### config.mk
export PLATFORM = sky130hd
export DESIGN_NAME = generador_sensores
export DESIGN_NICKNAME = d
export VERILOG_FILES = /design/src/rtl/generador_pkg.sv /design/src/rtl/bcd_sat_counter.sv /design/src/rtl/generador_sensores.sv
export SDC_FILE = /design/constraint.sdc
export NUM_CORES = 1
export LEC_CHECK = 0
export BUFFER_PORTS_ARGS = -buffer_cell sky130_fd_sc_hd__clkbuf_2
export CAP_MARGIN = 20
export CORE_MARGIN = 2
export CORE_UTILIZATION = 55
export CTS_CLUSTER_DIAMETER = 100
export DETAILED_ROUTE_END_ITERATION = 10
export HOLD_SLACK_MARGIN = 0.06
export PLACE_DENSITY_LB_ADDON = 0.08
export SYNTH_ARGS = -nofsm -noshare
export SYNTH_HDL_FRONTEND = slang
export SYNTH_HIERARCHICAL = 1
export SYNTH_SLANG_ARGS = --single-unit
### constraint.sdc
create_clock -name clk -period 3.85 [get_ports clk]
set_clock_uncertainty 0.15 [all_clocks]
set_input_delay 0.385 -clock clk [delete_from_list [all_inputs] [get_ports clk]]
set_output_delay 0.385 -clock clk [all_outputs]
set_load 0.005 [all_outputs]
### src/rtl/generador_pkg.sv
// rtl/generador_pkg.sv - shared command/state types and sensor phase patterns
package generador_pkg;

  typedef enum logic [1:0] {
    CMD_ENTRY  = 2'b00,
    CMD_EXIT   = 2'b01,
    CMD_REV_S1 = 2'b10,
    CMD_REV_S2 = 2'b11
  } cmd_t;

  typedef enum logic [2:0] {
    ST_IDLE = 3'd0,
    ST_PH1  = 3'd1,
    ST_PH2  = 3'd2,
    ST_PH3  = 3'd3,
    ST_PH4  = 3'd4,
    ST_DONE = 3'd5
  } state_t;

  // {S1,S2} per phase, PH1 in the top two bits down to PH4 in the bottom two
  localparam logic [7:0] ENTRY_SEQ  = 8'b10_11_01_00;
  localparam logic [7:0] EXIT_SEQ   = 8'b01_11_10_00;
  localparam logic [7:0] REV_S1_SEQ = 8'b10_00_00_00;
  localparam logic [7:0] REV_S2_SEQ = 8'b01_00_00_00;

  function automatic logic [1:0] phase_pattern(input cmd_t cmd, input state_t st);
    logic [7:0] seq;
    logic [1:0] pat;
    seq = 8'b0;
    pat = 2'b00;
    case (cmd)
      CMD_ENTRY:  seq = ENTRY_SEQ;
      CMD_EXIT:   seq = EXIT_SEQ;
      CMD_REV_S1: seq = REV_S1_SEQ;
      CMD_REV_S2: seq = REV_S2_SEQ;
      default:    seq = 8'b0;
    endcase
    case (st)
      ST_PH1:  pat = seq[7:6];
      ST_PH2:  pat = seq[5:4];
      ST_PH3:  pat = seq[3:2];
      ST_PH4:  pat = seq[1:0];
      default: pat = 2'b00;
    endcase
    return pat;
  endfunction

endpackage

### src/rtl/bcd_sat_counter.sv
// rtl/bcd_sat_counter.sv - two-digit BCD up/down counter saturating at 00 and 99
module bcd_sat_counter (
  input  logic       clk,
  input  logic       rst_n,
  input  logic       inc,
  input  logic       dec,
  input  logic       clr,
  output logic [3:0] unidades,
  output logic [3:0] decenas
);

  logic at_max;
  logic at_min;

  assign at_max = (decenas == 4'd9) && (unidades == 4'd9);
  assign at_min = (decenas == 4'd0) && (unidades == 4'd0);

  // clr wins over a coincident inc/dec
  always_ff @(posedge clk or negedge rst_n) begin
    if (!rst_n) begin
      unidades <= 4'd0;
      decenas  <= 4'd0;
    end else if (clr) begin
      unidades <= 4'd0;
      decenas  <= 4'd0;
    end else if (inc && !at_max) begin
      if (unidades == 4'd9) begin
        unidades <= 4'd0;
        decenas  <= decenas + 4'd1;
      end else begin
        unidades <= unidades + 4'd1;
      end
    end else if (dec && !at_min) begin
      if (unidades == 4'd0) begin
        unidades <= 4'd9;
        decenas  <= decenas - 4'd1;
      end else begin
        unidades <= unidades - 4'd1;
      end
    end
  end

endmodule

### src/rtl/generador_sensores.sv
// rtl/generador_sensores.sv - barrier sensor sequence generator with expected car count mirror
module generador_sensores
  import generador_pkg::*;
#(
  parameter int unsigned PHASE_CYCLES = 200
) (
  input  logic       clk,
  input  logic       reset_btn_n,
  input  logic       cmd_valid,
  input  logic [1:0] cmd_type,
  output logic       cmd_ready,
  input  logic       clr_exp,
  output logic       S1,
  output logic       S2,
  output logic       busy,
  output logic       done,
  output logic [3:0] exp_unidades,
  output logic [3:0] exp_decenas
);

  localparam logic [15:0] TIMER_RELOAD = 16'(PHASE_CYCLES - 1);

  state_t      state;
  state_t      next_state;
  cmd_t        cmd_reg;
  cmd_t        next_cmd;
  logic [15:0] timer;
  logic        phase_end;
  logic        accept;
  logic        is_rev;
  logic        next_is_phase;
  logic        cnt_inc;
  logic        cnt_dec;

  assign phase_end     = (timer == 16'd0);
  assign accept        = (state == ST_IDLE) && cmd_valid;
  assign next_cmd      = accept ? cmd_t'(cmd_type) : cmd_reg;
  assign is_rev        = (cmd_reg == CMD_REV_S1) || (cmd_reg == CMD_REV_S2);
  assign next_is_phase = (next_state == ST_PH1) || (next_state == ST_PH2) ||
                         (next_state == ST_PH3) || (next_state == ST_PH4);

  // S1/S2 are registered from the next state so the first pattern lands on the accepting edge
  always_ff @(posedge clk or negedge reset_btn_n) begin
    if (!reset_btn_n) begin
      state   <= ST_IDLE;
      cmd_reg <= CMD_ENTRY;
      timer   <= 16'd0;
      S1      <= 1'b0;
      S2      <= 1'b0;
    end else begin
      state   <= next_state;
      cmd_reg <= next_cmd;
      {S1, S2} <= phase_pattern(next_cmd, next_state);
      if ((next_state != state) && next_is_phase) begin
        timer <= TIMER_RELOAD;
      end else if (!phase_end) begin
        timer <= timer - 16'd1;
      end
    end
  end

  always_comb begin
    next_state = state;
    case (state)
      ST_IDLE: if (cmd_valid) next_state = ST_PH1;
      ST_PH1:  if (phase_end) next_state = ST_PH2;
      ST_PH2:  if (phase_end) next_state = is_rev ? ST_DONE : ST_PH3;
      ST_PH3:  if (phase_end) next_state = ST_PH4;
      ST_PH4:  if (phase_end) next_state = ST_DONE;
      ST_DONE: next_state = ST_IDLE;
      default: next_state = ST_IDLE;
    endcase
  end

  always_comb begin
    cmd_ready = (state == ST_IDLE);
    busy      = (state != ST_IDLE);
    done      = (state == ST_DONE);
    cnt_inc   = (state == ST_PH4) && phase_end && (cmd_reg == CMD_ENTRY);
    cnt_dec   = (state == ST_PH4) && phase_end && (cmd_reg == CMD_EXIT);
  end

  bcd_sat_counter u_exp_count (
    .clk      (clk),
    .rst_n    (reset_btn_n),
    .inc      (cnt_inc),
    .dec      (cnt_dec),
    .clr      (clr_exp),
    .unidades (exp_unidades),
    .decenas  (exp_decenas)
  );

endmodule

==> qor.yml, run 1 <==
clocking:
  cts_buffers: 5
  cts_root_buf: "clkbuf_8"
  holdBufCountCts: 0
  cts_tree: "built"
  htree_levels: 2
  clkLatencyLatePin_ps: 280
  cts_resized: 0
  cts.sinks: 31
  clk_path_buf_depth: 2
  path_clk_slew_ps: 60
  cts_setup_buffers: 0
final_layout:
  nNetsFinal: 241
  largest_register_ffs: 16
  top_register: "timer"
  diodes: 0
  reg_top3: "timer (16), u_exp_count/decenas (4), u_exp_count/unidades (4)"
  syn_to_final_growth_pct: 8.231
  final_layout_size_suffix_gt1_share_pct: 19.48
  ff_latch_area_um2: 775.7
  fillCellCount: 340
  multi_input_area_um2: 1150
power_and_ir_drop:
  p_clk_share_pct: 39.8
  pwr-share-comb_pct: 2.9
  power.share.sequential_pct: 57.2
  switchingPower_w: 0.0001230
  vdd.ir_drop.worst_uv: 300.3
  p_per_area_nw_per_um2: 261.4
  p_int_w: 0.0004532
  switching_share_pct: 21.34
  p_leak_nw: 0.8749
routing:
  route.detailed.drc: 0
  avgRoutedWirePerCell_um: 16.18
  drtIter0Drc: 145
  vias: 1760
  wirelength_um: 4513
  drt-vias-per-instance: 6.308
  ant_nets: 0
  dr.pass1.iters: 4
sta:
  max_freq_mhz: 283.6
  final_max_slew_viol_count: 0
  worst_slack_ps: 323.7
  period_share_pct: 91.59
  finalHoldViolCount: 0
  slew_headroom_pct: 43.85
  layout_min_cycle_time_ps: 3526
  worstMarginPinSlew_ps: 842.3
  setup-violations-final: 0
  rsz0062_at_grt: "false"
  tns_ps: 0
critical_path:
  reg2reg_slack_ps: 320
  worst-setup-path-type: "reg2reg"
  critical_path.max_stage_delay_ps: 590
  crit_chain: "or4_4 -> or3_1 -> nor3_1 -> and4b_1 -> o41ai_4 -> ha_1 -> a31oi_1 -> or2_2 -> a21oi_2 -> mux2_4"
  cp_data_arrival_time_ps: 3540
  critPathRequiredTime_ps: 3860
  worst-path-max-fanout: 8
  cp-start-kind: "flop"
  cpMaxStageDelayCell: "or4_4"
  end_kind: "flop"
synth:
  synth_edf_count: 0
  synth.ff_latch_count: 31
  syn_inst: 220
  syn_area_per_cell_um2: 9.259
  synth_commonest_cells: "dfrtp_1, nor2_1, clkbuf_1, nand2_1"
  synth_flop_cell: "dfrtp_1"
  synth_area_leaders: "dfrtp_1, mux2i_1, nor2_1"
  yosysMostFrequentCell: "dfrtp_1"
  synth_cell_types: 56
  ys_seq_area_share_pct: 38.08
  async_reset_ff_share_pct: 100.0
  synth_top_cell_by_area: "dfrtp_1"
  yosys_warnings: 6
  synth_area_um2: 2037
  synth_top_area_share_pct: 38.08
  synth_fp_nets: 229
flow_run:
  drv_cap: 0
outcome:
  status: "completed"
floorplan:
  top_level_ports: 19
  num_rows: 22
  die_h_um: 64.86
  start_util_pct: 56.49
  dieArea_um2: 4206
  die_w_um: 64.86
  core_um2: 3606
global_routing:
  grt.overflow.total: 0
  track_usage_pct: 23.93
  first_global_vias: 1681
  antenna_found_initial: 0
  grt_max_degree: 32
  grt_pass1_wl_um: 7817
place:
  post-place-ws_ps: 346.2
  place_hpwl_um: 3166
  portBuffers: 18
  gp_congestion: 0.8546
min_path:
  hold_path.class: "in2async"
power groups by stage:
stage | registers, W | clock network [W] | logic (W)
finish | 0.000330 | 0.000230 | 0.0000169
CTS | 0.000330 | 0.000237 | 0.0000177
global route | 0.000330 | 0.000247 | 0.0000192
floorplan | 0.000335 | 0 | 0.00000543
global placement | 0.000335 | 0 | 0.0000166
detailed placement | 0.000336 | 0 | 0.0000176
worst max-delay path: cells and delay by family (launching register included):
kind / cells / cell delay (ps)
AO/OA/AOI/OAI: 3 / 380
flip-flops: 1 / 440
multiplexers: 1 / 310
AND/OR/NAND/NOR: 5 / 1770
adder cells (fa/ha/maj): 1 / 360
routing by layer:
layer  part of all wire [%]  GRT usage [%]
met5                      0              0
met4                    1.7          7.181
met3                    4.8          5.035
met2                     47          37.76
met1                     47          33.00
through the flow:
stage / instance area (µm²) / hold WS (ps) / total power (W) / std cells / utilization [%]
final: 2205 / 29.91 / 0.0005762 / 279 / 61.14
after global routing: 2205 / 81.57 / 0.0005955 / 279 / 61.14
after CTS: 2205 / 63.63 / 0.0005841 / 279 / 61.14
after detailed placement: 2132 / 355.7 / 0.0003532 / 273 / 59.13
after global placement: 2132 / 335.0 / 0.0003519 / 273 / 59.13
after floorplan: 2037 / -60.59 / 0.0003409 / 220 / -
final cells by class:
type	count	area share, %
multi-input cells	164	52.16
flip-flops and latches	31	35.19
repair buffers	21	5.108
clock buffers	6	3.292
well taps	48	2.724
inverters	9	1.532
path summary, 6_finish.rpt:
kind / startpoint / endpoint / cells past startpoint
max in group asynchronous: reset_btn_n / state[1]$_DFF_PN0_ / 1
hold reg to reg: timer[15]$_DFFE_PN0P_ / timer[15]$_DFFE_PN0P_ / 2
setup reg to reg: timer[4]$_DFFE_PN0P_ / u_exp_count/decenas[3]$_DFFE_PN0P_ / 10
hold / removal: reset_btn_n / timer[15]$_DFFE_PN0P_ / 1
min in group clk: cmd_type[1] / cmd_reg[1]$_DFF_PN0_ / 3
setup / recovery: timer[4]$_DFFE_PN0P_ / u_exp_count/decenas[3]$_DFFE_PN0P_ / 10
cell usage in the layout (no fill, tap or decap), types with 3 or more instances in the layout:
master,n
nor3_1,6
xnor2_1,3
ha_1,3
a22oi_1,8
nor2_1,20
nand3_1,4
a21oi_1,9
clkbuf_2,18
o211ai_1,4
or3_1,4
nand2_1,10
inv_1,9
mux2i_1,8
nor2b_1,3
o21ai_0,8
or4_4,3
o31ai_1,9
dfrtp_1,31
nand3b_1,4
or4_1,7
clkbuf_8,5
o22ai_1,3
nor4b_1,3
and4_1,3
buf_4,3
nor4_1,4
cell families after synthesis:
kind of cell,after synthesis,synth area share [%]
multiplexers,9,4.668
buffers and inverters,25,5.466
XOR/XNOR,5,2.150
AND/OR/NAND/NOR,90,26.97
adder cells (fa/ha/maj),3,1.843
AO/OA/AOI/OAI,57,20.82
flip-flops,31,38.08
Note: power is estimated with default switching activity, not from simulation.
==> run 2: changes to the inputs <==
CAP_MARGIN = not set   (was 20)
RECOVER_POWER = 100   (was not set)
==> qor.yml, run 2 (synthesis results as in run 1) <==
floorplan:
  core_um2: 3606  # unchanged
  num_rows: 22  # unchanged
  top_level_ports: 19  # unchanged
  die_h_um: 64.86  # unchanged
  dieArea_um2: 4206  # unchanged
  die_w_um: 64.86  # unchanged
  start_util_pct: 56.49  # unchanged
power_and_ir_drop:
  switchingPower_w: 0.0001235  # +0.48%
  power.share.sequential_pct: 57.2  # about the same
  vdd.ir_drop.worst_uv: 300.4  # about the same
  p_leak_nw: 0.8447  # -3.4%
  pwr-share-comb_pct: 2.9  # about the same
  switching_share_pct: 21.43  # +0.085 points
  p_int_w: 0.0004531  # about the same
  fin_total_pwr_w: 0.0005766  # about the same
  p_per_area_nw_per_um2: 264.4  # +1.2%
  p_clk_share_pct: 39.9  # about the same
routing:
  drt-vias-per-instance: 6.376  # +1.1%
  drtIter0Drc: 137  # -5.5%
  ant_nets: 0  # unchanged
  dr.pass1.iters: 4  # unchanged
  avgRoutedWirePerCell_um: 16.23  # +0.31%
  route.detailed.drc: 0  # unchanged
  vias: 1779  # +1.1%
  wirelength_um: 4527  # +0.31%
global_routing:
  grt_max_degree: 32  # unchanged
  grt.overflow.total: 0  # unchanged
  antenna_found_initial: 0  # unchanged
  grt_pass1_wl_um: 7817  # unchanged
  first_global_vias: 1681  # unchanged
  track_usage_pct: 23.93  # unchanged
min_path:
  whs_path_depth: 3
  hp-start: "cmd_type[1]"
  hold_path.class: "in2reg"
  whs_endpoint: "cmd_reg[1]$_DFF_PN0_"
sta:
  whs_ps: 172.3  # +142.4 ps
  period_share_pct: 92.16  # +0.57 points
  tns_ps: 0  # unchanged
  final_max_slew_viol_count: 32  # +32
  slew_headroom_pct: -12.75  # -57 points
  setup-violations-final: 0  # unchanged
  worstMarginPinSlew_ps: 1691  # +849.0 ps
  max_freq_mhz: 281.8  # -0.62%
  layout_min_cycle_time_ps: 3548  # +21.91 ps
  finalHoldViolCount: 0  # unchanged
  rsz0062_at_grt: "false"
critical_path:
  worst-path-max-fanout: 8  # unchanged
  r2r_start: "timer[4]$_DFFE_PN0P_"
  r2r_cells: 10  # unchanged
  reg2reg_slack_ps: 300  # -20 ps
  cp-start-kind: "flop"
  cp_data_arrival_time_ps: 3560  # +20 ps
  end_kind: "flop"
  timing.rr.end: "u_exp_count/decenas[3]$_DFFE_PN0P_"
  worst-setup-path-type: "reg2reg"
  critPathRequiredTime_ps: 3860  # about the same
clocking:
  cts_buffers: 5  # unchanged
  clk_path_buf_depth: 2  # unchanged
  cts_setup_buffers: 0  # unchanged
  holdBufCountCts: 0  # unchanged
  path_clk_slew_ps: 60  # about the same
  cts_root_buf: "clkbuf_8"
  cts_tree: "built"
  cts_resized: 0  # unchanged
  htree_levels: 2  # unchanged
  cts.sinks: 31  # unchanged
  clkLatencyLatePin_ps: 280  # about the same
place:
  gp_congestion: 0.8546  # unchanged
  place_hpwl_um: 3166  # unchanged
  dp_cells: 273  # unchanged
  dpl-instance-area_um2: 2132  # unchanged
  portBuffers: 18  # unchanged
final_layout:
  fin_cells: 279  # unchanged
  syn_to_final_growth_pct: 7.064
  fin_area_um2: 2181  # -1.1%
  top_register: "timer"
  reg_top3: "timer (16), u_exp_count/decenas (4), u_exp_count/unidades (4)"
  final_layout_size_suffix_gt1_share_pct: 15.15  # -4.3 points
  layout_commonest_cell: "dfrtp_1"
  largest_register_ffs: 16  # unchanged
  nNetsFinal: 241  # unchanged
  diodes: 0  # unchanged
  fillCellCount: 348  # +2.4%
  final_cell_mix: "dfrtp_1, nor2_1, clkbuf_2"
outcome:
  status: "finished, violations left"
  violations: "max-capacitance violations, max-slew violations"
flow_run:
  drv_cap: 1  # +1
-- run 2: cell types whose count changed in the layout (fill, tap and decap cells not counted), sizes merged --
cell	change
clkbuf	+2
buf	-2
-- run 2: how the worst max path moves through the flow --
stage / startpoint / to / slack [ps] / cells past startpoint
2_1_floorplan: timer[4]$_DFFE_PN0P_ / u_exp_count/decenas[3]$_DFFE_PN0P_ / 310 / 11
3_3_place_gp: timer[4]$_DFFE_PN0P_ / u_exp_count/decenas[3]$_DFFE_PN0P_ / 460 / 10
3_5_place_dp: timer[4]$_DFFE_PN0P_ / u_exp_count/decenas[3]$_DFFE_PN0P_ / 350 / 10
4_1_cts: timer[4]$_DFFE_PN0P_ / u_exp_count/decenas[3]$_DFFE_PN0P_ / 340 / 10
5_1_grt: timer[4]$_DFFE_PN0P_ / u_exp_count/decenas[3]$_DFFE_PN0P_ / 90 / 10
6_report: timer[4]$_DFFE_PN0P_ / u_exp_count/decenas[3]$_DFFE_PN0P_ / 300 / 10
-- run 2: cell type report --
| cell class | count | area, µm² | share of cell area, % |
|---|---|---|---|
| flip-flops and latches | 31 | 775.7 | 35.57 |
| multi-input cells | 164 | 1141 | 52.32 |
| well taps | 48 | 60.06 | 2.754 |
| clock buffers | 6 | 72.57 | 3.328 |
| inverters | 9 | 33.78 | 1.549 |
| repair buffers | 21 | 97.59 | 4.475 |
-- run 2: through the flow --
step	worst slack (ps)	utilization, %
floorplan	307.4	-
global placement	455.9	59.13
detailed placement	346.2	59.13
CTS	344.7	61.14
global route	89.36	60.48
finish	301.8	60.48
-- run 2: layer usage --
metal	part of all wire [%]	routed length (µm)	global-route usage, %
met5	0	0	0
met3	5.4	244	5.035
met1	46	2068	33.00
met2	47	2136	37.76
met4	1.7	78	7.181
-- run 2: power by group through the flow --
stage                     Combinational (W)  Sequential [W]  Clock (W)
after CTS                         0.0000177        0.000330   0.000237
after floorplan                  0.00000543        0.000335          0
after detailed placement          0.0000176        0.000336          0
after global placement            0.0000166        0.000335          0
final                             0.0000169        0.000330   0.000230
after global routing              0.0000190        0.000330   0.000247
-- run 2: critical path, cell delays in order (launching register included) --
cell and delay (ps):
dfrtp_1 440, or4_4 590, or3_1 370, nor3_1 230
and4b_1 290, o41ai_4 130, ha_1 360, a31oi_1 90
or2_2 280, a21oi_1 200, mux2_4 320
==> run 3: changes to the inputs <==
ABC_AREA = 1   (was not set)
==> qor.yml, run 3 <==
synth:
  synth_area_um2: 2171  # +6.6%
  synth_edf_count: 0  # unchanged
  synth_top_cell_by_area: "dfrtp_1"
  async_reset_ff_share_pct: 100.0  # unchanged
  synth.ff_latch_count: 31  # unchanged
  syn_area_per_cell_um2: 7.781  # -16%
  syn_inst: 279  # +27%
  yosys_warnings: 6  # unchanged
  synth_cell_types: 33  # -41%
  synth_top_area_share_pct: 35.73  # -2.3 points
  yosysMostFrequentCell: "nand2_1"
  synth_commonest_cells: "nand2_1, dfrtp_1, inv_1"
  synth_flop_cell: "dfrtp_1"
  synth_area_leaders: "dfrtp_1, nand2_1, nand3_1"
  synth_fp_nets: 288  # +26%
  ys_seq_area_share_pct: 35.73  # -2.3 points
sta:
  period_share_pct: 77.50  # -15 points
  tns_ps: 0  # unchanged
  final_max_slew_viol_count: 32  # unchanged
  layout_min_cycle_time_ps: 2984  # -564.6 ps
  slew_headroom_pct: -8.523  # +4.2 points
  finalHoldViolCount: 0  # unchanged
  setup-violations-final: 0  # unchanged
  rsz0062_at_grt: "false"
  worstMarginPinSlew_ps: 1628  # -63.45 ps
  whs_ps: 237.4  # +65.11 ps
  max_freq_mhz: 335.2  # +19%
outcome:
  violations: "max-capacitance violations, max-slew violations"
  status: "finished, violations left"
place:
  portBuffers: 18  # unchanged
  place_hpwl_um: 3178  # +0.36%
  gp_congestion: 0.8534  # -0.14%
critical_path:
  cp-start-kind: "flop"
  r2r_cells: 11  # +1
  end_kind: "flop"
  reg2reg_slack_ps: 870  # +560 ps
  timing.rr.end: "timer[0]$_DFFE_PN0P_"
  worst-setup-path-type: "reg2reg"
  cp_data_arrival_time_ps: 2990  # -570 ps
  r2r_start: "timer[0]$_DFFE_PN0P_"
  critPathRequiredTime_ps: 3860  # about the same
  worst-path-max-fanout: 14  # +6
routing:
  dr.pass1.iters: 4  # unchanged
  avgRoutedWirePerCell_um: 12.07  # -26%
  wirelength_um: 4213  # -6.9%
  vias: 1818  # +2.2%
  drtIter0Drc: 131  # -4.4%
  ant_nets: 0  # unchanged
  drt-vias-per-instance: 5.209  # -18%
  route.detailed.drc: 0  # unchanged
global_routing:
  grt_max_degree: 32  # unchanged
  track_usage_pct: 22.64  # -1.3 points
  antenna_found_initial: 0  # unchanged
  grt.overflow.total: 0  # unchanged
  first_global_vias: 1720  # +2.3%
  grt_pass1_wl_um: 7610  # -2.6%
final_layout:
  diodes: 0  # unchanged
  nNetsFinal: 309  # +28%
  final_layout_size_suffix_gt1_share_pct: 16.94  # +1.8 points
  top_register: "timer"
  reg_top3: "timer (16), u_exp_count/decenas (4), u_exp_count/unidades (4)"
  final_cell_mix: "nand2_1, dfrtp_1, inv_1"
  fillCellCount: 372  # +6.9%
  layout_commonest_cell: "nand2_1"
  largest_register_ffs: 16  # unchanged
  syn_to_final_growth_pct: 4.611
  multi_input_area_um2: 1121  # -1.8%
  ff_latch_area_um2: 775.7  # unchanged
min_path:
  whs_endpoint: "cmd_reg[1]$_DFF_PN0_"
  whs_path_depth: 3  # unchanged
  hp-start: "cmd_type[1]"
  hold_path.class: "in2reg"
floorplan:
  num_rows: 22  # unchanged
  core_um2: 3716  # +3.1%
  die_w_um: 66.83  # +3.0%
  start_util_pct: 58.42  # +1.9 points
  die_h_um: 66.83  # +3.0%
  top_level_ports: 19  # unchanged
  dieArea_um2: 4466  # +6.2%
clocking:
  clkLatencyLatePin_ps: 280  # about the same
  cts_buffers: 5  # unchanged
  cts.sinks: 31  # unchanged
  cts_resized: 0  # unchanged
  htree_levels: 2  # unchanged
  cts_root_buf: "clkbuf_8"
  clk_path_buf_depth: 2  # unchanged
  path_clk_slew_ps: 70  # about the same
  cts_tree: "built"
power_and_ir_drop:
  vdd.ir_drop.worst_uv: 322.4  # +7.3%
  p_per_area_nw_per_um2: 553.4  # +110%
  p_leak_nw: 1.100  # +30%
flow_run:
  drv_cap: 1  # unchanged
==> run 3: changes by cell type after synthesis, moves of 10 or more <==
cell,delta
nand2_1,+52
nand3_1,+18
clkbuf_1,-10
nand2_2,+10
inv_1,+20
==> run 3: cells by family (layout without fill, tap and decap cells) <==
| logic type | count (synthesis) | after routing | share of synthesized area [%] |
|---|---|---|---|
| AND/OR/NAND/NOR | 154 | 154 | 36.14 |
| buffers and inverters | 42 | 64 | 9.279 |
| AO/OA/AOI/OAI | 35 | 35 | 11.12 |
| flip-flops | 31 | 31 | 35.73 |
| XOR/XNOR | 14 | 14 | 5.994 |
| adder cells (fa/ha/maj) | 3 | 3 | 1.729 |
==> run 3: cell type report <==
class                           count  area share (%)
Inverter                           37           6.171
Timing Repair Buffer               19           3.912
Multi-Input combinational cell    206           49.37
Tap cell                           48           2.645
Sequential cell                    31           34.16
Clock buffer                        6           3.196
Clock inverter                      2          0.5510
==> run 3: how the worst max path moves through the flow <==
stage / cells past startpoint / end / slack, ps / startpoint
4_1_cts: 14 / u_exp_count/decenas[3]$_DFFE_PN0P_ / 1120 / timer[0]$_DFFE_PN0P_
3_5_place_dp: 14 / u_exp_count/decenas[3]$_DFFE_PN0P_ / 1130 / timer[0]$_DFFE_PN0P_
2_1_floorplan: 15 / u_exp_count/decenas[3]$_DFFE_PN0P_ / 1290 / timer[0]$_DFFE_PN0P_
6_report: 11 / timer[0]$_DFFE_PN0P_ / 870 / timer[0]$_DFFE_PN0P_
3_3_place_gp: 14 / u_exp_count/decenas[3]$_DFFE_PN0P_ / 1220 / timer[0]$_DFFE_PN0P_
5_1_grt: 11 / timer[0]$_DFFE_PN0P_ / 550 / timer[0]$_DFFE_PN0P_
==> run 3: per-stage QoR <==
stage | area (µm²) | power (W) | setup WS, ps | std cells | utilization [%]
after global routing | 2271 | 0.001374 | 554.4 | 349 | 61.11
after global placement | 2260 | 0.001054 | 1224 | 340 | 60.81
final | 2271 | 0.001257 | 866.4 | 349 | 61.11
after detailed placement | 2260 | 0.001060 | 1134 | 340 | 60.81
after CTS | 2355 | 0.001316 | 1117 | 349 | 63.37
after floorplan | 2171 | 0.0009528 | 1291 | 279 | -
==> run 3: critical path, cell delays in order, from the launching register on <==
cell,delay (ps)
dfrtp_1,380
inv_1,110
ha_1,240
nand2_2,70
nor2_1,220
nand2_1,350
o21ai_0,480
nand3_1,120
nand2_1,100
nand3_2,240
nand2_1,270
o21ai_0,120
==> run 3: layer usage <==
metal,wire length [µm],GRT usage (%),vias to the layer above
met1,2057,30.83,836
met3,185,5.236,5
met2,1917,35.75,42
met4,53,6.888,0
li1,-,-,935
met5,0,0,-
==> run 3: report_power, final <==
part	internal, W	switching (W)	leakage (nW)
clock network	0.000126	0.000124	0.0412
logic	0.000175	0.000331	0.662
registers	0.000405	0.0000962	0.397
total	0.000706	0.000551	1.10
==> run 3: repair_timing <==
action	4_1_cts	5_1_grt
hold buffers	1	0
setup buffers	0	0
hold endpoints to repair	31	0
